## src/rtl/ttt_pkg.sv

```systemverilog
// Shared definitions for the tic-tac-toe match controller: player codes,
// board size, controller states and small move helpers.
package ttt_pkg;

    localparam logic [1:0] P_NONE = 2'b00;
    localparam logic [1:0] P1     = 2'b01;
    localparam logic [1:0] P2     = 2'b10;

    localparam int NUM_CELLS = 9;

    typedef enum logic [2:0] {
        IDLE,
        CLEAR,
        TURN,
        COMMIT,
        EVAL,
        ROUND_END,
        MATCH_END
    } ctrl_state_t;

    function automatic logic [1:0] other_player(input logic [1:0] p);
        return (p == P1) ? P2 : P1;
    endfunction

    // Positions past the last cell are rejected before the occupancy lookup.
    function automatic logic cell_free(input logic [3:0] pos,
                                       input logic [NUM_CELLS-1:0] occupied);
        if (int'(pos) < NUM_CELLS) begin
            return !occupied[pos];
        end
        return 1'b0;
    endfunction

endpackage

```

## src/rtl/turn_timer.sv

```systemverilog
// Per-turn cycle counter: holds zero outside TURN, restarts on a forfeit,
// and flags the last cycle a player is allowed to use.
module turn_timer #(
    parameter int TIMEOUT_CYCLES = 1000
) (
    input  logic clk,
    input  logic reset,
    input  logic in_turn,
    input  logic restart,
    output logic expired
);

    localparam int CNT_W = $clog2(TIMEOUT_CYCLES);

    logic [CNT_W-1:0] count;

    always_ff @(posedge clk) begin
        if (reset || !in_turn || restart) begin
            count <= '0;
        end else begin
            count <= count + 1'b1;
        end
    end

    assign expired = in_turn && (count == CNT_W'(TIMEOUT_CYCLES - 1));

endmodule

```

## src/rtl/match_controller.sv

```systemverilog
// Best-of-N tic-tac-toe match sequencer. Define TURN_TIMEOUT_EN to compile in
// the per-turn forfeit timer (turn_timer); otherwise a turn waits forever.
module match_controller
    import ttt_pkg::*;
#(
    parameter int WINS_TO_MATCH  = 3,
    parameter int TIMEOUT_CYCLES = 1000
) (
    input  logic                 clk,
    input  logic                 reset,
    input  logic                 start,
    input  logic                 p1_req,
    input  logic [3:0]           p1_pos,
    input  logic                 p2_req,
    input  logic [3:0]           p2_pos,
    input  logic [NUM_CELLS-1:0] occupied,
    input  logic                 win,
    input  logic [1:0]           who,
    input  logic                 no_space,
    output logic                 board_clr,
    output logic                 wr_en,
    output logic [3:0]           wr_pos,
    output logic [1:0]           wr_player,
    output logic [1:0]           turn,
    output logic                 p1_ack,
    output logic                 p1_nack,
    output logic                 p2_ack,
    output logic                 p2_nack,
    output logic [2:0]           p1_score,
    output logic [2:0]           p2_score,
    output logic                 match_over,
    output logic [1:0]           match_winner,
    output logic                 timeout
);

    if (WINS_TO_MATCH < 1 || WINS_TO_MATCH > 7 || TIMEOUT_CYCLES < 2) begin : g_param_check
        $error("match_controller: WINS_TO_MATCH or TIMEOUT_CYCLES out of range");
    end

    localparam logic [2:0] WIN_TARGET = 3'(WINS_TO_MATCH);

    ctrl_state_t state, state_next;
    logic [1:0]  turn_q, turn_next;
    logic [1:0]  first_q, first_next;
    logic [2:0]  p1_score_q, p1_score_next;
    logic [2:0]  p2_score_q, p2_score_next;
    logic [3:0]  wr_pos_q, wr_pos_next;
    logic [1:0]  wr_player_q, wr_player_next;
    logic        p1_nack_q, p1_nack_next;
    logic        p2_nack_q, p2_nack_next;

    logic        move_req;
    logic [3:0]  move_pos;
    logic        move_legal;
    logic        timer_expired;
    logic        timeout_event;

    // Only the current owner's request is looked at; the other player is ignored.
    assign move_req      = (turn_q == P1) ? p1_req : ((turn_q == P2) ? p2_req : 1'b0);
    assign move_pos      = (turn_q == P1) ? p1_pos : p2_pos;
    assign move_legal    = (state == TURN) && move_req && cell_free(move_pos, occupied);
    assign timeout_event = timer_expired && !move_legal;

`ifdef TURN_TIMEOUT_EN
    logic timeout_q;

    turn_timer #(
        .TIMEOUT_CYCLES(TIMEOUT_CYCLES)
    ) u_turn_timer (
        .clk    (clk),
        .reset  (reset),
        .in_turn(state == TURN),
        .restart(timeout_event),
        .expired(timer_expired)
    );

    always_ff @(posedge clk) begin
        if (reset) begin
            timeout_q <= 1'b0;
        end else begin
            timeout_q <= timeout_event;
        end
    end

    assign timeout = timeout_q;
`else
    assign timer_expired = 1'b0;
    assign timeout       = 1'b0;
`endif

    always_ff @(posedge clk) begin
        if (reset) begin
            state       <= IDLE;
            turn_q      <= P_NONE;
            first_q     <= P1;
            p1_score_q  <= '0;
            p2_score_q  <= '0;
            wr_pos_q    <= '0;
            wr_player_q <= P_NONE;
            p1_nack_q   <= 1'b0;
            p2_nack_q   <= 1'b0;
        end else begin
            state       <= state_next;
            turn_q      <= turn_next;
            first_q     <= first_next;
            p1_score_q  <= p1_score_next;
            p2_score_q  <= p2_score_next;
            wr_pos_q    <= wr_pos_next;
            wr_player_q <= wr_player_next;
            p1_nack_q   <= p1_nack_next;
            p2_nack_q   <= p2_nack_next;
        end
    end

    always_comb begin
        state_next     = state;
        turn_next      = turn_q;
        first_next     = first_q;
        p1_score_next  = p1_score_q;
        p2_score_next  = p2_score_q;
        wr_pos_next    = wr_pos_q;
        wr_player_next = wr_player_q;
        p1_nack_next   = 1'b0;
        p2_nack_next   = 1'b0;

        unique case (state)
            IDLE, MATCH_END: begin
                if (start) begin
                    state_next    = CLEAR;
                    turn_next     = P_NONE;
                    first_next    = P1;
                    p1_score_next = '0;
                    p2_score_next = '0;
                end
            end
            CLEAR: begin
                state_next = TURN;
                turn_next  = first_q;
            end
            TURN: begin
                if (move_legal) begin
                    state_next     = COMMIT;
                    wr_pos_next    = move_pos;
                    wr_player_next = turn_q;
                end else begin
                    p1_nack_next = move_req && (turn_q == P1);
                    p2_nack_next = move_req && (turn_q == P2);
                    if (timeout_event) begin
                        turn_next = other_player(turn_q);
                    end
                end
            end
            COMMIT: begin
                state_next = EVAL;
            end
            EVAL: begin
                if (win) begin
                    state_next = ROUND_END;
                    turn_next  = P_NONE;
                    if (who == P1) begin
                        p1_score_next = p1_score_q + 3'd1;
                    end else if (who == P2) begin
                        p2_score_next = p2_score_q + 3'd1;
                    end
                end else if (no_space) begin
                    state_next = ROUND_END;
                    turn_next  = P_NONE;
                end else begin
                    state_next = TURN;
                    turn_next  = other_player(turn_q);
                end
            end
            ROUND_END: begin
                if (p1_score_q == WIN_TARGET || p2_score_q == WIN_TARGET) begin
                    state_next = MATCH_END;
                end else begin
                    state_next = CLEAR;
                    first_next = other_player(first_q);
                end
            end
            default: begin
                state_next = IDLE;
            end
        endcase
    end

    assign board_clr    = (state == CLEAR);
    assign wr_en        = (state == COMMIT);
    assign wr_pos       = wr_en ? wr_pos_q : 4'd0;
    assign wr_player    = wr_en ? wr_player_q : P_NONE;
    assign turn         = turn_q;
    assign p1_ack       = wr_en && (wr_player_q == P1);
    assign p2_ack       = wr_en && (wr_player_q == P2);
    assign p1_nack      = p1_nack_q;
    assign p2_nack      = p2_nack_q;
    assign p1_score     = p1_score_q;
    assign p2_score     = p2_score_q;
    assign match_over   = (state == MATCH_END);
    assign match_winner = !match_over ? P_NONE : ((p1_score_q == WIN_TARGET) ? P1 : P2);

endmodule

```

## config.mk

```make
export PLATFORM = sky130hd
export DESIGN_NAME = match_controller
export DESIGN_NICKNAME = d
export VERILOG_FILES = /design/src/rtl/ttt_pkg.sv /design/src/rtl/turn_timer.sv /design/src/rtl/match_controller.sv
export SDC_FILE = /design/constraint.sdc
export NUM_CORES = 1
export LEC_CHECK = 0
export CAP_MARGIN = 20
export CORE_UTILIZATION = 30
export CTS_BUF_LIST = sky130_fd_sc_hd__clkbuf_8
export CTS_CLUSTER_SIZE = 40
export DETAILED_ROUTE_END_ITERATION = 16
export GPL_ROUTABILITY_DRIVEN = 0
export HOLD_SLACK_MARGIN = 0.08
export PLACE_DENSITY_LB_ADDON = 0.12
export SLEW_MARGIN = 30
export SYNTH_ARGS = -nofsm -noshare
export SYNTH_HDL_FRONTEND = slang
export SYNTH_SLANG_ARGS = --single-unit
export TNS_END_PERCENT = 100
```

## constraint.sdc

```tcl
create_clock -name clk -period 2.9 [get_ports clk]
set_clock_uncertainty 0.05 [all_clocks]
set_input_delay 0.29 -clock clk [delete_from_list [all_inputs] [get_ports clk]]
set_output_delay 0.29 -clock clk [all_outputs]
set_load 0.02 [all_outputs]
```

==> results list <==
- Summed over all instances, the cell type with the most area after synthesis is dfxtp_1.
* Average instance area after synthesis: 8.25 sq um
- Root buffer selected by CTS: clkbuf_8
* Sequential Power Share: between 40% and 50%
- Unrepaired setup endpoints after global routing: no
- 0 antenna diodes ended up in the layout.
* Count of boundary I/O pins: 50
- Internal power comes to 475 uW.
- The via count of the first global-routing pass is between 1000 and 1500.
* CTS tree: done
- Width of the die: roughly 69 microns
* NetSw: 194 uW
- Cell area after synthesis: 0.00133 sq mm
* Number of register bits inferred by synthesis: 21
- The floorplan step defined a die boundary enclosing 0.00470 sq mm.
- Largest net degree at the start of global routing: 25
- Walking the worst path, the cells encountered are nand2b_1 > nor2_1 > and2_1 > nor2b_1 > clkdlybuf4s50_1.
- Count of endpoints failing setup in the final report: 0
- Count of nets left with antenna violations after detail routing: 0
- Routed wire length per instance: ~13 microns
* Num CTS Buffers: 3
- During synthesis, Yosys emitted a total of 0 warnings.
- Most used DFF post-synth: dfxtp_1
- Critical Path Fanout Max: 13
- The smallest clock period supported by the final layout is computed as roughly 2.7 ns.
- The longest clock path from root to sink contains 2 buffers.
* Setup Fix Bufs, Post-CTS: 0
* Crit-path slowest cell: clkdlybuf4s50_1
- Endpoints failing hold: 0
- VDD sags by at most ~0.21 mV.
- After routing, the total negative slack on setup checks comes to 0 ns.
* Final worst slack: between 0.2 and 0.25 ns
* Cell count after synthesis: around 160
- DRC violations left: 0
- Net Count, Synth: between 150 and 200
- Resized cells post-CTS: 0
- First-pass GRT wire length: between 5000 and 6000 microns
- Compared with the post-synthesis result, the final layout area differs by 42.6%.
- Static timing analysis puts the maximum clock frequency at roughly 370 MHz.
* Distinct cells, synth: 35
- Global routing used between 10% and 20% of the available tracks.
- Worst setup path category: register to output port
- Leakage power figure: about 0.00070 uW
- Most numerous cell types in the synthesized netlist: nor2_1, dfxtp_1, mux2i_1
- For this design the ratio of total power to cell area is around 350 mW/mm^2.
* Clock transition at the register clock pins on the worst setup and hold paths after CTS: around 0.080 ns
- Drt first pass iters: 4
- Total half-perimeter wirelength after legalization and detailed placement: ~2600 microns
- The floorplan step defined a core boundary enclosing about 0.004 sq mm.
- After floorplanning, the core was divided into 23 placement rows.
- For the pin with the worst max-slew slack, the measured transition is 0.868 ns.
* Critical path arrival: 2.35 ns
- Proportion of layout cells with a drive suffix above 1: under 10%
- Yosys instantiated no cell more often than nor2_1.
- The number of pins with negative max-slew slack in the final report was 0.
* Total of buffers placed on input and output ports: between 40 and 50
- The routed layout has approximately 1300 vias.
- Crit path launch type: register
- On the worst path, the slowest cell contributes a delay of 0.62 ns.
- Initial DRC count: 91
- Setup crit end kind: output port
- In this run the number of H-tree levels came out at 1.
* Total Power: around 670 uW
- STA puts the critical path data required time at 2.56 ns.
- Combinational share of power: 25.2%
- Top-area cell type share of the netlist area: 31.6%
* Part of the power in the clock network: 29.3%
- Post-synthesis async set-or-reset flop share: 0%
* Top area cells in the synthesized netlist: dfxtp_1, mux2i_1, nor2_1
* Layout Nets: between 200 and 250
- The total overflow left after global routing is 0.
- The final layout contains routed wiring with a total length of 3390 microns.
- Measured on the finished design, the core utilization comes to 46.0%.
- Class of the tightest hold or removal check: register to register
- OpenSTA, run right after detailed placement, puts the worst setup slack at around 0.43 ns.
- Avg Vias per Cell: roughly 5
* Switching part of the total: 29.0%
- For this configuration, the core starts out at a cell density of between 30% and 40%.
- Number of synthesized flops with an enable pin: 0
- Measured against its own limit, the worst slew margin works out to a little over two fifths.
- Clock sinks: 21
* Number of antenna violations at the first check in global routing: 0
* Clk Latency, worst-skew pair: ~0.27 ns
- Status: complete, no violations
- The worst path uses between 90 and 100% of the clock period.
- Die boundary height: slightly below 70 microns
- Max-cap violations in this run came to 0.
- After synthesis, flip-flops and latches occupy approximately a third of the total area.
- After clock tree synthesis, the flow added hold-fix buffers numbering 0.
[path summary, 6_finish.rpt]
kind / startpoint / endpoint / slack, ns / depth (start not counted)
worst max-delay path: state[1]$_SDFFE_PP0P_ / p1_ack / 0.21 / 5
worst min-delay path: p2_score[1]$_SDFFE_PP0P_ / p2_score[1]$_SDFFE_PP0P_ / 0.45 / 2
worst max register to register: turn[0]$_SDFFE_PP0P_ / wr_pos_q[1]$_SDFFE_PP0P_ / 0.40 / 6
worst min register to register: p2_score[1]$_SDFFE_PP0P_ / p2_score[1]$_SDFFE_PP0P_ / 0.45 / 2
[sequential cells by signal (all words and copies together), names as in the netlist]
name and cells:
wr_player_q 2, turn 2, p1_nack 1, p2_score 3, first_q 2, state 3, wr_pos_q 4, p1_score 3
p2_nack 1
[logic make-up after synthesis]
logic type | count (synthesis) | share of synthesized area (%)
and+or+nand+nor | 78 | 30.4
AOI/OAI and AO/OA | 27 | 14.7
DFF | 21 | 31.6
muxes | 18 | 15.0
buffers and inverters | 12 | 4.24
adders and majority gates | 4 | 3.77
other | 1 | 0.282
[critical path: cells and delay by family, from the launching register on]
kind,cells,cell delay [ns]
and+or+nand+nor,4,0.89
buffers and inverters,1,0.62
DFF,1,0.56
[layout by cell type, fill, tap and decap left out, drive strengths merged]
cell type,count
dfxtp,21
clkdlybuf4s50,48
nor2,26
buf,2
a211o,1
o311ai,1
a221o,1
mux2i,13
clkbuf,3
mux2,5
o21a,1
a31oi,2
or2b,1
a21boi,2
ha,4
nor3,6
o221ai,1
a21oi,9
nand2,8
o21ai,5
nor3b,1
conb,1
nand2b,8
a311oi,1
nand3,5
inv,6
nand3b,4
o211a,1
a222oi,2
and2,7
nor2b,10
nor4,2
[power groups by stage]
stage          clock [uW]  combinational [uW]  sequential, uW
2_1_floorplan           0                 104             309
3_3_place_gp            0                 167             310
3_5_place_dp            0                 168             311
4_1_cts               202                 168             304
5_1_grt               216                 183             306
6_report              196                 169             304
[through the flow]
step / hold WS [ns] / cells / instance area, sq um
2_1_floorplan: 0.359 / 161 / 1330
3_3_place_gp: 0.429 / 254 / 1850
3_5_place_dp: 0.441 / 254 / 1850
4_1_cts: 0.452 / 258 / 1890
5_1_grt: 0.479 / 258 / 1890
6_report: 0.451 / 258 / 1890
[area by class of cell]
class / instances / area, sq um
Clock inverter: 1 / 3.75
Multi-Input combinational cell: 128 / 852
Inverter: 5 / 18.8
Fill cell: 400 / 2220
Timing Repair Buffer: 50 / 495
Tap cell: 50 / 62.6
Sequential cell: 21 / 420
Clock buffer: 3 / 41.3
[metal layers]
layer | routed length (microns) | track usage, % | vias to the layer above
met5 | 0 | 0 | -
met4 | 17 | 3.65 | 0
met3 | 154 | 4.44 | 5
met2 | 1630 | 22.5 | 36
met1 | 1590 | 20.5 | 606
li1 | - | - | 656
(Power assumes the default switching activity.)
